<file path="src/rtl/ring_counter.sv">
// rtl/ring_counter.sv - one-hot ring counter with optional illegal-state recovery
module ring_counter #(
  parameter int N            = 4,
  parameter bit SHIFT_LEFT   = 1'b1,
  parameter bit SELF_CORRECT = 1'b1
) (
  input  logic         clk,
  input  logic         rst,
  output logic [N-1:0] q
);

  if (N < 2) begin : g_bad_width
    $error("ring_counter: N must be at least 2");
  end

  localparam logic [N-1:0] RING_START = {{(N-1){1'b0}}, 1'b1};

  logic [N-1:0] state_q;
  logic [N-1:0] state_d;
  logic [N-1:0] rotated;
  logic         one_hot;

  // Exactly one bit set: nonzero and clearing the lowest set bit leaves zero.
  assign one_hot = (state_q != '0) && ((state_q & (state_q - RING_START)) == '0);

  always_comb begin
    rotated = state_q;
    if (SHIFT_LEFT) begin
      rotated = {state_q[N-2:0], state_q[N-1]};
    end else begin
      rotated = {state_q[0], state_q[N-1:1]};
    end
  end

  always_comb begin
    state_d = rotated;
    if (SELF_CORRECT && !one_hot) begin
      state_d = RING_START;
    end
  end

  always_ff @(posedge clk or negedge rst) begin
    if (!rst) begin
      state_q <= RING_START;
    end else begin
      state_q <= state_d;
    end
  end

  assign q = state_q;

endmodule

</file>
<file path="config.mk">
export PLATFORM = sky130hd
export DESIGN_NAME = ring_counter
export DESIGN_NICKNAME = d
export VERILOG_FILES = /design/src/rtl/ring_counter.sv
export SDC_FILE = /design/constraint.sdc
export NUM_CORES = 1
export LEC_CHECK = 0
export ABC_CLOCK_PERIOD_IN_PS = 850
export CAP_MARGIN = 20
export CORE_AREA = 10 10 47 49
export DETAILED_ROUTE_END_ITERATION = 16
export DIE_AREA = 0 0 57 59
export GPL_ROUTABILITY_DRIVEN = 0
export PLACE_DENSITY_LB_ADDON = 0.12
export SETUP_SLACK_MARGIN = 0.1
export SYNTH_ARGS = -nofsm -noshare
export SYNTH_HDL_FRONTEND = slang
export SYNTH_SLANG_ARGS = --single-unit
</file>
<file path="constraint.sdc">
create_clock -name clk -period 0.85 [get_ports clk]
set_input_delay 0.2125 -clock clk [delete_from_list [all_inputs] [get_ports clk]]
set_output_delay 0.2125 -clock clk [all_outputs]
set_load 0.02 [all_outputs]
</file>
==> out/results.ini <==
[run_status]
outcome=finished, violations left
violations=negative setup slack

[grt]
grt_usage_pct=3.76
grt_pass1_vias=175
grt_max_degree=6
overflow=0
grt_pass1_wl_um=897
antenna_found_initial=0

[worst_setup_path]
critPathRequiredTime_ns=0.64
rr_endpoint=q[0]
critical_path.cell_chain=buf_6
crit_family=flip-flops
worstSetupPathType=register to output pin
cpPeakStageDelay_ns=0.53
r2r_start=q[0]
worstSetupEndpointType=output pin
critPathArrivalTime_ns=0.88
worst-path-buf-inv=1
startpoint_type=register
cp-startpoint=q[0]
r2r_setup_slack_ns=-0.23
critical_path_depth=1
cp_max_fo=2
reg2reg_depth=4
cp-endpoint=q[0]
crit_slowest_cell=dfstp_2

[placement]
placedCellCount=36
numPortBuffers=5
dp_hpwl_um=333

[logic_synthesis]
yosys_warnings=0
syn-num-nets=13
synthCells=11
ys_seq_area_share_pct=66.4
synthesis.area_um2=153
synth.distinct_cells=7
ys_seq_elements=4
avgSynthCellArea_um2=13.9

[sta]
worst_slack_ns=-0.243
worst_pin_slew_ns=0.188
rsz0062_at_grt=yes
finalHoldViolCount=0
fmax_ghz=0.915
fin_crit_sh_pct=129
relSlewSlack_pct=87.4
period_minus_slack_ns=1.09
fin_setup_tns_ns=-1.27
setup_viol=8
maxSlewViolCount=0
skew_ns=0.00487

[floorplan]
num_rows=14
die_h_um=59
dieArea_um2=3360
initial_core_util_pct=10.9
die_x_um=57
ios=6
core_um2=1400

[routing]
route.detailed.vias_per_inst=3.40
dr_total_vias=143
wl_um=482
drt_iter0_markers=0
first_pass_iters=1
antenna_left=0
drc=0
wire_per_inst_um=11.5

[clock_tree]
cts_sinks=4
cts_buffers=3
postCtsHoldBufs=0
clkTransAtPathRegs_ns=0.04
cts_buffer_depth=2
htree_levels=1
root_buffer=clkbuf_4
tritoncts=yes
clk_latency_ns=0.24

[power_and_ir_drop]
power_density_nw_per_um2=1260
power.leakage_nw=0.151
ir_drop_mv=0.396

[finish]
diodes=0
largest_reg_flops=4
drive_above_1_share_pct=73.1
fin_cells=42
synthToLayoutAreaGrowth_pct=137
final_nets=29

[worst_hold_path]
min_path_type=input pin to async pin

[job]
max-cap-violations=0

routing by layer:
layer | global-route usage [%] | up-vias | part of all wire [%] | routed length [um]
li1 | - | 70 | - | -
met1 | 3.45 | 68 | 39 | 188
met2 | 5.12 | 5 | 51 | 247
met3 | 2.15 | 0 | 9.3 | 45
met4 | 5.03 | 0 | 0 | 0
met5 | 0 | - | 0 | 0
logic make-up (layout without fill, tap and decap cells):
kind of cell	Yosys count	in the layout	share of synthesized area, %
simple gates	3	3	17.2
buf+inv	1	16	2.46
xor+xnor	1	1	5.74
compound gates	2	2	8.20
flops	4	4	66.4
worst register-to-register path: stages (launching register included):
cell,delay (ns)
dfstp_2,0.53
buf_4,0.11
buf_6,0.11
xor2_1,0.14
o211ai_1,0.10
synthesized netlist by cell type:
cell / n / area, um2
inv_1: 1 / 3.75
nor4b_1: 3 / 26.3
xor2_1: 1 / 8.76
o211ai_1: 1 / 7.51
o21ai_0: 1 / 5.00
dfrtp_1: 3 / 75.1
dfstp_2: 1 / 26.3
where the power goes:
group          total, mW  internal [mW]  switching (mW)
logic            0.00759        0.00409         0.00350
registers          0.192          0.192               0
clock network      0.256          0.176          0.0798
layout by cell type, fill, tap and decap left out, drive strengths merged:
cell,instances
buf,10
inv,1
dfstp,1
clkbuf,4
clkdlybuf4s50,1
xor2,1
o21ai,1
dfrtp,3
nor4b,3
o211ai,1
worst min-delay path by stage:
stage	cells after the start	slack, ns	to
final	1	0.18	q[3]
after global routing	1	0.18	q[3]
after CTS	1	0.18	q[3]
after detailed placement	1	0.43	q[3]
after global placement	1	0.44	q[3]
after floorplan	0	-0.08	q[1]
repair_timing:
action                                  4_1_cts  5_1_grt
gates cloned                                  0        0
gates resized for setup                      33        1
setup buffers                                 1        1
endpoints found under the setup margin        8        8
pin swaps                                     2        0
metrics by stage:
step	power [mW]	hold WS [ns]	worst slack, ns	area (um2)	utilization, %
2_1_floorplan	0.194	-0.0831	-0.0773	155	-
3_3_place_gp	0.202	0.442	-0.479	255	18.2
3_5_place_dp	0.202	0.431	-0.485	255	18.2
4_1_cts	0.471	0.176	-0.258	350	25.0
5_1_grt	0.500	0.178	-0.293	362	25.8
6_report	0.455	0.180	-0.243	362	25.8
final cells by class:
class | instances | area [um2]
tap | 16 | 20.0
sequential | 4 | 104
inverter | 1 | 3.75
fill | 154 | 1040
clock buffer | 4 | 26.3
timing repair buffer | 11 | 115
multi-input combinational | 6 | 92.6
(Power assumes the default switching activity.)
